$ cat src/rtl/mem_arb_pkg.sv
// Shared constants and enums for the data-memory port arbiter.
package mem_arb_pkg;

    localparam int ADDR_W = 10;
    localparam int DATA_W = 32;

    typedef enum logic [1:0] {
        IDLE,
        ISSUE,
        WAIT,
        DONE
    } state_e;

    typedef enum logic {
        REQ_CPU,
        REQ_GFX
    } req_id_e;

endpackage

$ cat src/rtl/mem_arb_select.sv
// Combinational winner selection between the CPU and graphics requesters.
// Macro MEM_ARB_ROUND_ROBIN_EN selects round-robin tie-breaking; otherwise the CPU wins ties.
module mem_arb_select
    import mem_arb_pkg::*;
(
    input  logic    cpu_req,
    input  logic    gfx_req,
    input  req_id_e last_grant,
    output logic    grant,
    output req_id_e winner
);

`ifdef MEM_ARB_ROUND_ROBIN_EN
    always_comb begin
        grant  = cpu_req | gfx_req;
        winner = REQ_CPU;
        if (cpu_req && gfx_req)
            winner = (last_grant == REQ_CPU) ? REQ_GFX : REQ_CPU;
        else if (gfx_req)
            winner = REQ_GFX;
    end
`else
    // Fixed priority ignores the pointer; the graphics side may starve.
    logic unused_last_grant;
    assign unused_last_grant = last_grant;

    always_comb begin
        grant  = cpu_req | gfx_req;
        winner = REQ_CPU;
        if (!cpu_req && gfx_req)
            winner = REQ_GFX;
    end
`endif

endmodule

$ cat src/rtl/mem_port_arbiter.sv
// Shares the single data-memory port between the CPU and the sprite fetch engine.
// Tie-breaking is chosen in mem_arb_select (macro MEM_ARB_ROUND_ROBIN_EN); this FSM is macro-free.
module mem_port_arbiter #(
    parameter int READ_LATENCY = 1,
    parameter int ADDR_W       = mem_arb_pkg::ADDR_W,
    parameter int DATA_W       = mem_arb_pkg::DATA_W
) (
    input  logic              clk_i,
    input  logic              rst_i,
    input  logic              cpu_req_i,
    input  logic              cpu_MR_i,
    input  logic              cpu_MW_i,
    input  logic [ADDR_W-1:0] cpu_address_i,
    input  logic [DATA_W-1:0] cpu_data_i,
    output logic [DATA_W-1:0] cpu_data_o,
    output logic              cpu_ack_o,
    input  logic              gfx_req_i,
    input  logic [ADDR_W-1:0] gfx_address_i,
    output logic [DATA_W-1:0] gfx_data_o,
    output logic              gfx_ack_o,
    output logic              mem_MR_o,
    output logic              mem_MW_o,
    output logic [ADDR_W-1:0] mem_address_o,
    output logic [DATA_W-1:0] mem_data_o,
    input  logic [DATA_W-1:0] mem_data_i,
    output logic              busy_o
);
    import mem_arb_pkg::*;

    state_e            state, state_nxt;
    logic [2:0]        cnt;
    req_id_e           win, last_grant, sel;
    logic              grant;
    logic              wr;
    logic [ADDR_W-1:0] addr;
    logic [DATA_W-1:0] wdata, cpu_data, gfx_data;

    mem_arb_select u_select (
        .cpu_req    (cpu_req_i),
        .gfx_req    (gfx_req_i),
        .last_grant (last_grant),
        .grant      (grant),
        .winner     (sel)
    );

    always_ff @(posedge clk_i) begin
        if (rst_i) begin
            state      <= IDLE;
            cnt        <= '0;
            win        <= REQ_CPU;
            last_grant <= REQ_GFX;
            wr         <= 1'b0;
            addr       <= '0;
            wdata      <= '0;
            cpu_data   <= '0;
            gfx_data   <= '0;
        end else begin
            state <= state_nxt;
            case (state)
                IDLE: if (grant) begin
                    win        <= sel;
                    last_grant <= sel;
                    if (sel == REQ_CPU) begin
                        // Malformed MR/MW combinations fall back to a read.
                        wr    <= cpu_MW_i & ~cpu_MR_i;
                        addr  <= cpu_address_i;
                        wdata <= cpu_data_i;
                    end else begin
                        wr    <= 1'b0;
                        addr  <= gfx_address_i;
                        wdata <= '0;
                    end
                end
                ISSUE: if (!wr) cnt <= 3'(READ_LATENCY - 1);
                WAIT: begin
                    if (cnt == '0) begin
                        if (win == REQ_CPU) cpu_data <= mem_data_i;
                        else                gfx_data <= mem_data_i;
                    end else begin
                        cnt <= cnt - 3'd1;
                    end
                end
                default: ;
            endcase
        end
    end

    always_comb begin
        state_nxt     = state;
        mem_MR_o      = 1'b0;
        mem_MW_o      = 1'b0;
        mem_address_o = '0;
        mem_data_o    = '0;
        cpu_ack_o     = 1'b0;
        gfx_ack_o     = 1'b0;
        busy_o        = (state != IDLE);
        case (state)
            IDLE:  if (grant) state_nxt = ISSUE;
            ISSUE: begin
                mem_MR_o      = ~wr;
                mem_MW_o      = wr;
                mem_address_o = addr;
                mem_data_o    = wdata;
                state_nxt     = wr ? DONE : WAIT;
            end
            WAIT:  if (cnt == '0) state_nxt = DONE;
            DONE: begin
                cpu_ack_o = (win == REQ_CPU);
                gfx_ack_o = (win == REQ_GFX);
                state_nxt = IDLE;
            end
            default: state_nxt = IDLE;
        endcase
    end

    assign cpu_data_o = cpu_data;
    assign gfx_data_o = gfx_data;

endmodule

$ cat config.mk
export PLATFORM = sky130hd
export DESIGN_NAME = mem_port_arbiter
export DESIGN_NICKNAME = d
export VERILOG_FILES = /design/src/rtl/mem_arb_pkg.sv /design/src/rtl/mem_arb_select.sv /design/src/rtl/mem_port_arbiter.sv
export SDC_FILE = /design/constraint.sdc
export NUM_CORES = 1
export LEC_CHECK = 0
export BUFFER_PORTS_ARGS = -buffer_cell sky130_fd_sc_hd__buf_4
export CAP_MARGIN = 20
export CORE_ASPECT_RATIO = 1.5
export CORE_UTILIZATION = 35
export CTS_BUF_LIST = sky130_fd_sc_hd__clkbuf_8
export DETAILED_ROUTE_END_ITERATION = 6
export PLACE_DENSITY = 0.68
export SYNTH_ARGS = -nofsm -noshare
export SYNTH_HDL_FRONTEND = slang
export SYNTH_SLANG_ARGS = --single-unit
$ cat constraint.sdc
create_clock -name clk_i -period 1.8 [get_ports clk_i]
set_input_delay 0.18 -clock clk_i [delete_from_list [all_inputs] [get_ports clk_i]]
set_output_delay 0.18 -clock clk_i [all_outputs]
set_load 0.03 [all_outputs]
==> results of run 1 <==
## layer usage
| layer | routed length (um) | GRT usage |
|---|---|---|
| met1 | 5580 | 0.226 |
| met2 | 7350 | 0.367 |
| met3 | 748 | 0.0414 |
| met4 | 239 | 0.0779 |
| met5 | 0 | 0 |
## cell usage after synthesis (6+ instances only)
master    instances
nand2_2          30
dfxtp_1         113
buf_2            21
ha_1              7
and2_1           44
a22oi_1          32
nor2_1           44
inv_1             6
a311oi_1          6
a21oi_2          30
nand2_1         112
a21oi_1          40
clkbuf_1         11
## flip-flops by register name, summed over array words and instances (netlist names)
| register | cells |
|---|---|
| cpu_data_o | 32 |
| addr | 10 |
| state | 2 |
| cnt | 3 |
| wr | 1 |
| win | 1 |
| gfx_data_o | 32 |
| wdata | 32 |
## cell families after synthesis
family          Yosys count  share of synthesized area
simple gates            253                      0.256
buf+inv                  52                     0.0646
flops                   113                      0.473
mux                       1                    0.00209
compound gates          123                      0.186
fa+ha+maj                 7                     0.0183
## worst register-to-register path, stage by stage (launching register included)
cell and delay (ps):
dfxtp_2 390, inv_2 80, ha_1 250, buf_4 180, and3b_1 200, o31ai_1 270
a21oi_1 100
## stage by stage
step / util / setup TNS (ps)
CTS: 0.562 / 0
global route: 0.565 / -406
global placement: 0.476 / 0
detailed placement: 0.476 / 0
finish: 0.565 / 0
floorplan: - / 0
## final cells by class
| type | count | area, sq um | area share |
|---|---|---|---|
| inverter | 7 | 26.3 | 0.00347 |
| clock buffer | 18 | 248 | 0.0327 |
| clock inverter | 14 | 204 | 0.0270 |
| timing repair buffer | 280 | 2390 | 0.316 |
| sequential | 113 | 2260 | 0.299 |
| tap | 162 | 203 | 0.0268 |
| multi-input combinational | 384 | 2230 | 0.295 |
## worst paths after layout
| kind | start | end | cells past startpoint |
|---|---|---|---|
| worst max-delay path | state[1] | mem_data_o[25] | 5 |
| worst min-delay path | cpu_data_i[8] | wdata[8] | 3 |
| worst max register to register | state[0] | cnt[1] | 6 |
| worst min register to register | cpu_data_o[1] | cpu_data_o[1] | 2 |
## power breakdown
| group | total, mW | internal (mW) | switching [mW] |
|---|---|---|---|
| clock network | 2.72 | 1.57 | 1.15 |
| registers | 3.12 | 2.90 | 0.219 |
| logic | 3.55 | 1.44 | 2.12 |
| total | 9.39 | 5.91 | 3.49 |
## timing repair
action | in CTS | in global routing
gates resized for setup | 9 | 7
endpoints found under the hold margin | 94 | 0
setup buffers | 0 | 1
pin swaps | 0 | 0
hold buffers | 67 | 0
endpoints found under the setup margin | 45 | 42
==> results.toml, run 1 <==
[routing]
drc = 0
drt-initial-drc-count = 164
first_pass_iters = 4
wl_per_cell_um = 14.2
wl_mm = 13.9
vias = 4754
antenna_left = 0
routed_via_density = 4.86

[cts]
htree_levels = 4
clk_pin_slew_ps = 70
clock-sinks = 113
cts.path.max_buffers = 2
cts_buffers = 17
clk_latency_ps = 430
cts_tree = "yes"
clock-root-buffer = "clkbuf_8"

[sta]
setup_viol = 0
final_hold_viol_count = 0
maxSlewViolCount = 0
hold-worst-slack_ps = 23.4
fin_skew_ps = 16.9
period_needed_ps = 1750
max_freq_mhz = 571
maxSlewHeadroom = 0.752
min_period_over_period = 0.973
finalWorstSetupSlack_ps = 48.5
worst_slew_pin_slew_ps = 372
grt_setup_unrepaired = "true"

[floorplan]
initial_core_util = 0.357
rows = 52
core-area_sq_um = 13400
die_h_um = 145
dieArea_sq_um = 14200
fp.dieW_um = 97.5
io_pins = 201

[grt]
grt_pass1_vias = 4920
grt_max_degree = 52
grt_pass1_wl_mm = 23.3
grt_usage = 0.201
grt_antenna_before_repair = 0
overflow = 0

[yosys]
synth-edff-count = 0
ys_types = 40
synth_cells = 549
ys_seq_area_frac = 0.473
avgSynthCellArea_sq_um = 8.72
ys_ff_latch = 113
ys.flop_type = "dfxtp_1"
synth_fp_nets = 646
syn_area_sq_um = 4790
synth_warnings = 0
synth.largest_area_cell = "dfxtp_1"
synth_area_leaders = "dfxtp_1 (47%), nand2_1 (8.8%), and2_1 (5.8%), a21oi_2 (5.5%), a22oi_1 (5.0%)"
synth.top_cell.area_share = 0.473
synthArstFlopShare = 0

[power]
power_leakage_nw = 3.21
fin_total_pwr_mw = 9.39
power_density_nw_per_um2 = 1240
peakVddDrop_mv = 0.639

[critical_path]
crit_type = "reg -> out"
cp_slowest_stage_delay_ps = 370
path_delay_family = "buffers and inverters"
crit_buf_inv = 3
crit_required_ps = 1620
end_kind = "output pin"
r2r_slack_ps = 240
cp_max_fo = 32
worst_ep_arrival_time_ps = 1570
crit_slowest_cell = "dfxtp_2"
worstSetupStartpointType = "flip-flop"
path_cells = "inv_2 -> ha_4 -> buf_12 -> and2_1 -> buf_4"

[place]
gp_congestion = 0.696
post-place-ws_ps = 213
dp_hpwl_mm = 8.73
placed_cell_area_sq_um = 6390
dpl.cell_count = 878
io_buffers = 200

[cells_and_area]
area_delta_synth_final_pct = 58.1
final_cells = 978
drive_above_1_share = 0.393
finish.net_count = 900
layout_commonest_cell = "buf_4"
finalInstanceArea_sq_um = 7570
num_antenna_cells = 0
nFillCells = 1190
final_cell_mix = "buf_4 (200), nand2_1 (112), dfxtp_1 (111)"

[min_path]
hold_class = "in -> reg"

[run_status]
status = "finished clean"

[flow_run]
max-cap-violations = 0
Power figures use the tool's default switching activity.
==> inputs of run 2 (changes only) <==
- CORE_ASPECT_RATIO: 1.5 -> 1.4
- CORE_UTILIZATION: 35 -> 50
- PLACE_DENSITY: 0.68 -> 0.89
- SYNTH_HIERARCHICAL: unset -> 1
==> results.toml, run 2 <==
[run_status]
status = "complete, but fails checks"
violations = "design-rule violations"

[grt]
grt_pass1_wl_mm = 23.5
grt_antenna_before_repair = 0
overflow = 0
grt_max_degree = 81
grt_usage = 0.298
grt_pass1_vias = 5077

[cts]
cts_tree = "yes"
post_cts_buffers = 0
cts_buffers = 17
htree_levels = 4
cts.path.max_buffers = 2
clock-root-buffer = "clkbuf_8"
clk_latency_ps = 420
clk_pin_slew_ps = 80
clock-sinks = 113

[floorplan]
core-area_sq_um = 9130
die_h_um = 118
rows = 41
dieArea_sq_um = 9970
initial_core_util = 0.524
fp.dieW_um = 84.7
io_pins = 201

[yosys]
synth_fp_nets = 670
synth_cells = 573
synth_warnings = 6
syn_area_sq_um = 4780
avgSynthCellArea_sq_um = 8.35

[power]
p_clk_frac = 0.256
p_int_mw = 5.68
seqPwrFrac = 0.343
peakVddDrop_mv = 0.966
power.switching_mw = 3.62
power_density_nw_per_um2 = 1280
p_comb_frac = 0.401
swShare = 0.389
power_leakage_nw = 3.11

[critical_path]
crit_required_ps = 1620
path_cells = "inv_2 -> ha_4 -> buf_12 -> and2_1 -> buf_4"
worst_ep_arrival_time_ps = 1550
cp_max_fo = 27
end_kind = "output pin"
crit_slowest_cell = "dfxtp_4"
worstSetupStartpointType = "flip-flop"
cp_slowest_stage_delay_ps = 390
crit_type = "reg -> out"

[sta]
grt_setup_unrepaired = "false"
setup_viol = 0
maxSlewHeadroom = 0.751
maxSlewViolCount = 0
final_hold_viol_count = 0
setup_tns_ps = 0
min_period_over_period = 0.958
period_needed_ps = 1730
worst_slew_pin_slew_ps = 374
max_freq_mhz = 580
fin_skew_ps = 10.9

[cells_and_area]
layout_commonest_cell = "buf_4"
final_cell_mix = "buf_4 (201), nand2_1 (199), dfxtp_1 (112)"
finish.net_count = 907
drive_above_1_share = 0.355
finalInstanceArea_sq_um = 7250
num_antenna_cells = 0
area_delta_synth_final_pct = 51.6

[routing]
drt-initial-drc-count = 289
first_pass_iters = 7
wl_mm = 14.9
antenna_left = 0
vias = 4932
drc = 18
wl_per_cell_um = 16.1
routed_via_density = 5.30

[place]
gp_congestion = 0.773
io_buffers = 200
dp_hpwl_mm = 9.05
placed_cell_area_sq_um = 6300

[min_path]
hold_class = "in -> reg"

[flow_run]
max-cap-violations = 0
==> run 2: through the flow <==
step	utilization	hold slack [ps]	instances	power [mW]	setup slack (ps)
floorplan	-	313	573	5.55	275
global placement	0.690	428	848	6.53	275
detailed placement	0.690	443	848	6.66	132
CTS	0.791	1.04	930	9.18	8.53
global route	0.794	6.20	930	9.73	8.32
finish	0.794	24.5	930	9.29	74.8
==> run 2: worst max-delay path: cells and delay by family, from the launching register on <==
kind / cells / cell delay, ps
AND/OR/NAND/NOR: 1 / 170
flip-flops: 1 / 390
buffers and inverters: 3 / 390
adder cells (fa/ha/maj): 1 / 180
==> run 2: worst paths after layout <==
kind                  start             end  slack (ps)  cells after the start
min          cpu_data_i[25]       wdata[25]          20                      3
max reg2reg        state[0]       wdata[18]         100                      6
min reg2reg  gfx_data_o[30]  gfx_data_o[30]         460                      2
max                state[1]  mem_data_o[25]          70                      5
==> run 2: cell type report <==
class	count	area, sq um
multi-input cells	409	2230
fillers	555	1880
clock buffers	19	262
inverters	7	26.3
flip-flops and latches	113	2270
clock inverters	13	136
well taps	107	134
repair buffers	262	2200
==> run 2: layer usage <==
layer,global-route usage,share of wire,vias to the layer above
met5,0,0,-
met4,0.151,0.031,0
met3,0.0813,0.080,43
met2,0.551,0.54,248
met1,0.300,0.35,2311
li1,-,-,2330
==> run 2: power by group through the flow <==
stage | Clock, mW | Sequential [mW] | Combinational [mW]
after floorplan | 0 | 3.43 | 2.12
after global placement | 0 | 3.17 | 3.36
after detailed placement | 0 | 3.20 | 3.46
after CTS | 2.40 | 3.16 | 3.62
after global routing | 2.53 | 3.23 | 3.98
final | 2.38 | 3.19 | 3.72
==> run 2: what timing repair did <==
action / in CTS / in global routing
pin swaps: 0 / 0
setup endpoints to repair: 44 / 70
hold buffers: 50 / 0
hold endpoints to repair: 63 / 0
resized for setup: 6 / 10
==> inputs of run 3 (changes only) <==
- CORE_ASPECT_RATIO: 1.4 -> 0.6
- SYNTH_HIERARCHICAL: 1 -> unset
==> results.toml, run 3 (synthesis results as in run 1) <==
[place]
dpl.cell_count = 847
gp_congestion = 0.810
io_buffers = 200
dp_hpwl_mm = 8.97
placed_cell_area_sq_um = 6320
post-place-ws_ps = 133

[grt]
grt_usage = 0.271
grt_antenna_before_repair = 0
grt_pass1_vias = 4485
grt_max_degree = 46
overflow = 0
grt_pass1_wl_mm = 21.3

[cts]
clock-root-buffer = "clkbuf_8"
htree_levels = 4
cts_tree = "yes"
clock-sinks = 113
cts_buffers = 17
clk_pin_slew_ps = 70
cts.path.max_buffers = 2
clk_latency_ps = 420

[sta]
setup_viol = 0
min_period_over_period = 0.954
maxSlewViolCount = 0
period_needed_ps = 1720
maxSlewHeadroom = 0.671
worst_slew_pin_slew_ps = 493
max_freq_mhz = 583
finalWorstSetupSlack_ps = 83.6
final_hold_viol_count = 0
fin_skew_ps = 12.9

[floorplan]
fp.dieW_um = 128
rows = 27
initial_core_util = 0.519
dieArea_sq_um = 9980
core-area_sq_um = 9220
io_pins = 201
die_h_um = 77.8

[critical_path]
crit_required_ps = 1620
crit_type = "reg -> out"
path_cells = "inv_2 -> ha_4 -> buf_12 -> and2_1 -> buf_4"
worst_ep_arrival_time_ps = 1540
cp_max_fo = 32
worstSetupStartpointType = "flip-flop"
crit_slowest_cell = "dfxtp_2"
end_kind = "output pin"
cp_slowest_stage_delay_ps = 370

[cells_and_area]
fin_util = 0.776
drive_above_1_share = 0.407
layout_commonest_cell = "buf_4"
num_antenna_cells = 0
nFillCells = 638
final_cells = 919
finalInstanceArea_sq_um = 7160
finish.net_count = 873
final_cell_mix = "buf_4 (208), nand2_1 (112), dfxtp_1 (112)"
area_delta_synth_final_pct = 49.6

[routing]
first_pass_iters = 5
wl_per_cell_um = 14.9
wl_mm = 13.7
routed_via_density = 5.12
drt-initial-drc-count = 252
drc = 0
vias = 4704
antenna_left = 0

[power]
fin_total_pwr_mw = 9.00
power_density_nw_per_um2 = 1260
power_leakage_nw = 3.09
peakVddDrop_mv = 0.754

[min_path]
hold_class = "in -> reg"

[run_status]
status = "finished clean"

[flow_run]
max-cap-violations = 0
## run 3: cell count changes in the layout (fill, tap and decap cells not counted), moves of 7 or more
cell / delta
nand2_1: -87
a21oi_1: -22
buf_4: +7
nor2_1: +32
a22oi_1: +32
a211oi_1: -10
dlygate4sd3_1: -14
nand2_2: +30
a21oi_2: -10
mux2i_1: -10
## run 3: repair_timing
item                       CTS  global route
setup endpoints to repair   44           143
gates resized for setup      5             8
hold endpoints to repair    36             1
pin swaps                    0             1
buffers inserted             0             4
hold buffers                35             1
## run 3: area by class of cell
| type | count | area, sq um | share of cell area |
|---|---|---|---|
| inverter | 7 | 26.3 | 0.00367 |
| sequential | 113 | 2260 | 0.316 |
| timing repair buffer | 253 | 2070 | 0.289 |
| clock buffer | 19 | 262 | 0.0365 |
| multi-input combinational | 384 | 2230 | 0.312 |
| tap | 130 | 163 | 0.0227 |
| clock inverter | 13 | 144 | 0.0201 |
## run 3: metal layers
layer  vias up  part of all wire  global-route usage
li1       2280                 -                   -
met1      2231              0.42               0.333
met2       169              0.49               0.445
met3        24             0.065              0.0655
met4         0             0.018               0.136
met5         -                 0                   0
## run 3: power by group
part	leakage, nW	internal (mW)	switching [mW]
combinational	1.95	1.35	2.09
clock	0.217	1.42	1.02
sequential	0.920	2.90	0.225
total	3.09	5.67	3.33
## run 3: final timing paths
path | slack [ps] | endpoint | startpoint | cells past startpoint
setup / recovery | 80 | mem_data_o[14] | state[1] | 5
hold reg to reg | 460 | cpu_data_o[3] | cpu_data_o[3] | 2
hold / removal | 10 | wdata[4] | cpu_data_i[4] | 3
setup reg to reg | 110 | gfx_data_o[24] | state[0] | 6
## run 3: through the flow
step / TNS (ps) / hold slack, ps
4_1_cts: 0 / 0.625
2_1_floorplan: 0 / 307
3_5_place_dp: 0 / 422
3_3_place_gp: 0 / 414
6_report: 0 / 12.5
5_1_grt: -8.65 / 0.0942
## run 3: critical path: cells and delay by family, from the launching register on
family | cells | cell delay (ps)
adder cells (fa/ha/maj) | 1 | 180
flip-flops | 1 | 370
AND/OR/NAND/NOR | 1 | 170
buffers and inverters | 3 | 390
